$ cat config.mk
export PLATFORM = sky130hd
export DESIGN_NAME = regfile_scoreboard
export DESIGN_NICKNAME = d
export VERILOG_FILES = /design/src/rtl/regfile_scoreboard.sv
export SDC_FILE = /design/constraint.sdc
export NUM_CORES = 2
export LEC_CHECK = 0
export CORE_UTILIZATION = 29
export DETAILED_ROUTE_END_ITERATION = 6
export PLACE_DENSITY = 0.45
export SYNTH_ARGS = -nofsm -noshare
export SYNTH_HDL_FRONTEND = slang
export SYNTH_SLANG_ARGS = --single-unit
$ cat constraint.sdc
create_clock -name clk -period 6.3 [get_ports clk]
set_clock_uncertainty 0.2 [all_clocks]
set_input_delay 1.575 -clock clk [delete_from_list [all_inputs] [get_ports clk]]
set_output_delay 1.575 -clock clk [all_outputs]
set_load 0.02 [all_outputs]
$ cat src/rtl/regfile_scoreboard.sv
// regfile_scoreboard: integer register file with a per-register busy
// scoreboard, same-cycle write-to-read forwarding and a decode hazard output.
// Multi-cycle producers mark their destination busy at issue and clear it
// on completion, so decode can stall on RAW/WAW hazards.
//
// Ports:
//   clk, rst             core clock (rising edge), async active-low reset
//   rs1_addr/rs2_addr    source indices; rs1_use/rs2_use qualify them
//   rs1_data/rs2_data    combinational read data (forwarded when BYPASS)
//   iss_en, iss_rd       issue request and its destination
//   iss_ack, stall       issue accepted / decode must hold
//   wr_en/addr/data      writeback completion
//   pend_cnt             number of busy registers
//
// NREG must be a power of two with AW == log2(NREG).
module regfile_scoreboard #(
  parameter int XLEN    = 32,
  parameter int NREG    = 32,
  parameter int AW      = 5,
  parameter int BYPASS  = 1,
  parameter int ZERO_R0 = 1
) (
  input  logic            clk,
  input  logic            rst,
  input  logic [AW-1:0]   rs1_addr,
  input  logic [AW-1:0]   rs2_addr,
  input  logic            rs1_use,
  input  logic            rs2_use,
  output logic [XLEN-1:0] rs1_data,
  output logic [XLEN-1:0] rs2_data,
  input  logic            iss_en,
  input  logic [AW-1:0]   iss_rd,
  output logic            iss_ack,
  output logic            stall,
  input  logic            wr_en,
  input  logic [AW-1:0]   wr_addr,
  input  logic [XLEN-1:0] wr_data,
  output logic [AW:0]     pend_cnt
);

  logic [XLEN-1:0] regs [NREG];
  logic [NREG-1:0] busy, busy_nxt;

  // An index that holds real state (register 0 is hardwired when ZERO_R0).
  function automatic logic eff(input logic [AW-1:0] a);
    return (ZERO_R0 == 0) || (a != '0);
  endfunction

  logic wr_eff, rs1_hit, rs2_hit, rd_hit;
  logic b1, b2, bd, set_en, clr_en;

  assign wr_eff  = wr_en && eff(wr_addr);
  assign rs1_hit = (BYPASS != 0) && wr_en && (wr_addr == rs1_addr);
  assign rs2_hit = (BYPASS != 0) && wr_en && (wr_addr == rs2_addr);
  // WAW view ignores BYPASS: the new producer writes no earlier than next cycle.
  assign rd_hit  = wr_en && (wr_addr == iss_rd);

  always_comb begin
    rs1_data = '0;
    rs2_data = '0;
    if (eff(rs1_addr)) rs1_data = rs1_hit ? wr_data : regs[rs1_addr];
    if (eff(rs2_addr)) rs2_data = rs2_hit ? wr_data : regs[rs2_addr];
  end

  assign b1      = busy[rs1_addr] && !rs1_hit;
  assign b2      = busy[rs2_addr] && !rs2_hit;
  assign bd      = busy[iss_rd]   && !rd_hit;
  assign stall   = iss_en && ((rs1_use && b1) || (rs2_use && b2) || bd);
  assign iss_ack = iss_en && !stall;

  assign set_en  = iss_ack && eff(iss_rd);
  // Only a clear of a register that was actually busy decrements the count.
  assign clr_en  = wr_eff && busy[wr_addr];

  // Set is applied after clear so a same-register issue+completion ends busy.
  // Net count change in that case is +1-1 = 0 when it was busy, +1 otherwise.
  always_comb begin
    busy_nxt = busy;
    if (wr_eff) busy_nxt[wr_addr] = 1'b0;
    if (set_en) busy_nxt[iss_rd]  = 1'b1;
  end

  always_ff @(posedge clk or negedge rst) begin
    if (!rst) begin
      busy     <= '0;
      pend_cnt <= '0;
    end else begin
      busy     <= busy_nxt;
      pend_cnt <= pend_cnt + {{AW{1'b0}}, set_en} - {{AW{1'b0}}, clr_en};
    end
  end

  always_ff @(posedge clk or negedge rst) begin
    if (!rst) begin
      for (int i = 0; i < NREG; i++) regs[i] <= '0;
    end else if (wr_eff) begin
      regs[wr_addr] <= wr_data;
    end
  end

endmodule

-- Word level (Yosys, flattened, before mapping)
Cells that the tools add are included.
- bits in registers: 1062
- bits of input ports: 58
- logic and storage cells: 108
- add/subtract/negate cells: 2
- order comparisons: 10
- equal/unequal tests: 3
- mux-type cells: 27
- bitwise gates (word level): 6
- reduce and logical (&&, ||, !) cells: 26
- operators by type and width (kind ; number):
    $bwmux W1024 ; 1
    $mux W32 ; 11
    $bmux W32 S5 ; 2
    $demux W32 S5 ; 1
    $and A32 B32 Y32 ; 1
    $not A32 Y32 ; 1
    $or A32 B32 Y32 ; 1
    $lt A5 B6 Y1 const B ; 4
    $bmux W1 S5 ; 4
    $reduce_bool A5 Y1 ; 4
    $ge A6 B6 Y1 const B ; 3
    $not A5 Y6 ; 3
    $logic_and A1 B1 Y1 ; 16
    $eq A5 B5 Y1 ; 3
    $demux W1 S5 ; 2
    $ge A5 B1 Y1 const B ; 2
    $add A6 B1 Y6 ; 1
    $lt A6 B1 Y1 const B ; 1
    $mux W1 ; 6
    $sub A6 B1 Y6 ; 1
    $logic_not A1 Y1 ; 4
    $logic_or A1 B1 Y1 ; 2

-- Depth between registers and ports, before layout
- depth after elaboration: 13
- gate-level depth with buffers: 18

-- Worst setup path after synthesis
OpenSTA, ideal clock, no wires.
- path kind: input to output
- from: input port rs1_addr[4]
- to: output port rs1_data[12]
- arrival time: 3.499 ns
- data required time: 4.525 ns
- setup slack: 1.026 ns
- cell stages on the path: 8
- path through: buf_2 > buf_2 > buf_2 > clkbuf_1 > a211oi_1 > a211oi_1 > a21oi_1 > a211oi_1
- word-level cells in the longest chain between the ends: 6
- RTL lines (element ; RTL line ; text):
    start: declaration ; 25 ; input logic [AW-1:0] rs1_addr,
    $not A5 Y6 (not written as such) ; 61 ; if (eff(rs1_addr)) rs1_data = rs1_hit ? wr_data : regs[rs1_addr];
    $bmux W32 S5 ; 61 ;
    $mux W32 (not written as such) (2 in a row) ; 61 ;
    $mux W32 ; 61 ;
    $mux W32 (*) ; 61 ;
    end: declaration ; 29 ; output logic [XLEN-1:0] rs1_data,
Mark *: on every way between the ends. The rest lies on a longest branch, timed or not. The select of a mux whose other input is x is not followed.

-- Worst setup path after layout
- from: input port rs2_addr[0]
- to: output port rs2_data[27]
- word-level cells in the longest chain between the ends: 6
- RTL lines (element ; RTL line ; text):
    start: declaration ; 26 ; input logic [AW-1:0] rs2_addr,
    $not A5 Y6 (not written as such) ; 62 ; if (eff(rs2_addr)) rs2_data = rs2_hit ? wr_data : regs[rs2_addr];
    $bmux W32 S5 ; 62 ;
    $mux W32 (not written as such) (2 in a row) ; 62 ;
    $mux W32 ; 62 ;
    $mux W32 (*) ; 62 ;
    end: declaration ; 30 ; output logic [XLEN-1:0] rs2_data,
Marked as above.

==> out/qor.txt <==
VDD IR max: 0.231 mV
FF+latch area: 26,600 um^2
CTS tree: done
First-pass GRT wire length: 297 mm
Drt drc: 14
Slowest CP cell: a211oi_1
Crit end category: primary output
Most frequent cell on the critical path: buf_4
Number of global-route vias before repair: 38,000
Fin crit share: 98.7%
Power per cell area: 320 nW/um^2
Area of the multi-input gates: 29,900 um^2
Max_cap viols: 0
Crit-path cells: buf_8 -> buf_12 -> buf_12 -> xor2_1 -> nor4_2 -> buf_4 -> and3_2 -> buf_12 -> buf_4 -> a211oi_1 -> nor3_1 -> buf_4 -> buf_4
Slew HR: 20.2%
Initial DRC count: 2,556
ANT nets after route: 0
Area delta synth->final: 17.7%
Port bufs: 129
Dpl ws: -0.390 ns
Cts bufs inserted: 121
Number of synthesized flops with an enable pin: 0
WP data required: 4.53 ns
CP Data Arrival Time: 4.44 ns
Yosys warnings: 0
Post-layout min period: 6.22 ns
Die H: 451 um
Wirelength, routed: 204 mm
Rows: 164
Clk pwr share: 35.7%
Syn nets: 3,810
Area contributors post-synth: dfrtp_1, mux4_2, mux2_2
Worst setup path endpoint: rs2_data[27]
Routed vias: 36,100
Min-Delay Path Class: reg2reg
DPL Wire Length: 120 mm
Post-CTS Setup Inserts: 0
Die width: 451 um
Fin. Hold Viols: 0
Overflow after GRT: 0
H-tree levels: 3
Cell count after synthesis: 3,745
Gpl congestion: 0.787
Die area: 203,000 um^2
FF-to-FF setup slack: 2.30 ns
Most used flip-flop cell after synthesis: dfrtp_1
Synthesized area per cell: 15.6 um^2
Root buffer cell: clkbuf_16
Fillers: 19,300
Outcome: finished, violations left
Clk_lat worst skew: 0.77 ns
# IOs: 130
Flop pwr share: 41.5%
Flip-flop and latch count after synthesis: 1,062
Combinational power share: 22.9%
Slew Limit Fails: 0
WL/cell: 30.9 um
Initial cell density of the core: 29.2%
Max Root-Sink Buffers: 3
Routed vias/inst: 5.46
Failing checks: design-rule violations
RSZ-0062 raised after global routing: no
Total Power: 22.0 mW
Hold path depth: 0
Sw Share: 27.6%
Worst-margin pin slew: 1.20 ns
CP Max Fanout: 15
HP Start: regs[1022]
Worst Setup Slack, final: 0.0809 ns
Worst reg2reg endpoint: pend_cnt[4]
Internal: 15.9 mW
Tot GR Track Use: 20.2%
Worst Reg-to-Reg Cells: 15
Fmax: 161 MHz
Seq/Total Area, Yosys: 45.6%
Final setup vio count: 0
Sw Pwr: 6.08 mW
Most common cell in the netlist: dfrtp_1
CTS sink count: 1,062
CTS clk-pin slew, worst paths: 0.06 ns
Max incr delay on CP: 0.60 ns
Crit path launch type: primary input
DR pass1 iterations: 7
R2R Path Start: busy[31]
NumNets Final: 3,911
Top post-synthesis cells by count: dfrtp_1, mux2_2, mux4_2, clkbuf_1, buf_2
Core area: 200,000 um^2
Share of the synthesized area in the top cell type: 45.6%
Largest net degree at the start of global routing: 104
Crit path launch: rs2_addr[0]
Share of cells above drive strength 1: 56.3%
Largest area contributor in the netlist: dfrtp_1
Asr flop ratio synth: 100%
Unique cell type count in the Yosys netlist: 56
Worst Path Class, Setup: in2out
Lkg Pwr: 29.0 nW
Antenna violations before repair: 4
Mapped Area: 58,300 um^2
==> metrics by stage <==
stage	instances	cell area (um^2)	hold WS, ns	util (%)	setup TNS, ns
2_1_floorplan	3745	58300	0.241	-	0
3_3_place_gp	6379	64200	0.178	32.1	-0.830
3_5_place_dp	6379	64200	0.183	32.1	-0.610
4_1_cts	6606	68700	0.196	34.4	0
5_1_grt	6609	68700	0.210	34.4	0
6_report	6609	68700	0.194	34.4	0
==> worst max-delay path: cells and delay by family <==
family / cells / cell delay, ns
buffers and inverters: 8 / 1.52
XOR/XNOR: 1 / 0.21
AO/OA/AOI/OAI: 1 / 0.60
AND/OR/NAND/NOR: 3 / 0.49
==> power by group through the flow <==
stage,combinational (mW),sequential (mW),clock (mW)
global route,5.39,9.32,8.31
finish,5.03,9.13,7.85
detailed placement,5.08,9.23,0
global placement,5.03,9.20,0
CTS,5.10,9.11,8.06
floorplan,3.61,8.88,0
==> metal layers <==
layer  up-vias  part of all wire (%)  GRT usage (%)
met5         -                0.0064              0
met1     20300                    47           29.0
met2       725                    48           32.5
met3       201                   3.2           2.14
li1      14800                     -              -
met4         2                   2.1           5.05
==> placed cells by master (no fill, tap or decap), types with 9 or more instances in the layout <==
master / netlist / final
clkbuf_1: 230 / 22
o31ai_1: 13 / 13
nand2_1: 57 / 38
o21ai_0: 21 / 21
or3_1: 29 / 29
mux2i_1: 113 / 113
buf_4: 35 / 239
nor2_1: 88 / 76
mux4_2: 625 / 625
a21oi_1: 16 / 16
clkdlybuf4s50_1: 0 / 94
a211oi_1: 108 / 105
dfrtp_1: 1062 / 1062
buf_12: 0 / 78
nand3_1: 10 / 9
inv_1: 14 / 14
o31ai_2: 18 / 18
clkinv_2: 0 / 22
nand2_4: 0 / 19
bufinv_16: 0 / 21
nor3_1: 13 / 12
nor2b_1: 26 / 26
clkbuf_8: 0 / 31
clkbuf_16: 0 / 123
xor2_1: 12 / 12
nor2_4: 0 / 12
mux2_2: 1001 / 1001
==> cell type report <==
type / instances / area share (%)
timing repair buffer: 420 / 6.44
clock buffer: 174 / 5.18
sequential: 1062 / 38.7
antenna: 3 / 0.0109
inverter: 14 / 0.0765
clock inverter: 53 / 1.24
multi-input combinational: 2227 / 43.5
tap: 2656 / 4.84
==> registers in the layout (all words and copies together), names as in the netlist <==
| name | flops |
|---|---|
| busy | 32 |
| pend_cnt | 6 |
| regs | 1024 |
==> logic make-up (layout without fill, tap and decap cells) <==
logic type,count (synthesis),in the layout,synth area share (%)
fa+ha+maj,7,7,0.163
flops,1062,1062,45.6
xor+xnor,20,20,0.300
other cells,0,3,0
compound gates,205,205,2.72
simple gates,256,256,2.14
buf+inv,456,661,3.74
mux,1739,1739,45.4
==> worst min-delay path by stage <==
stage                             to  slack (ns)
after floorplan           regs[1000]        0.24
after global placement    regs[1003]        0.18
after detailed placement  regs[1022]        0.18
after CTS                 regs[1010]        0.20
after global routing      regs[1006]        0.21
final                     regs[1022]        0.19
==> timing repair <==
item	4_1_cts	5_1_grt
pin swaps	1	1
hold endpoints to repair	0	0
endpoints found under the setup margin	3	2
hold buffers	0	0
resized for setup	4	2
Note: power is estimated with default switching activity, not from simulation.
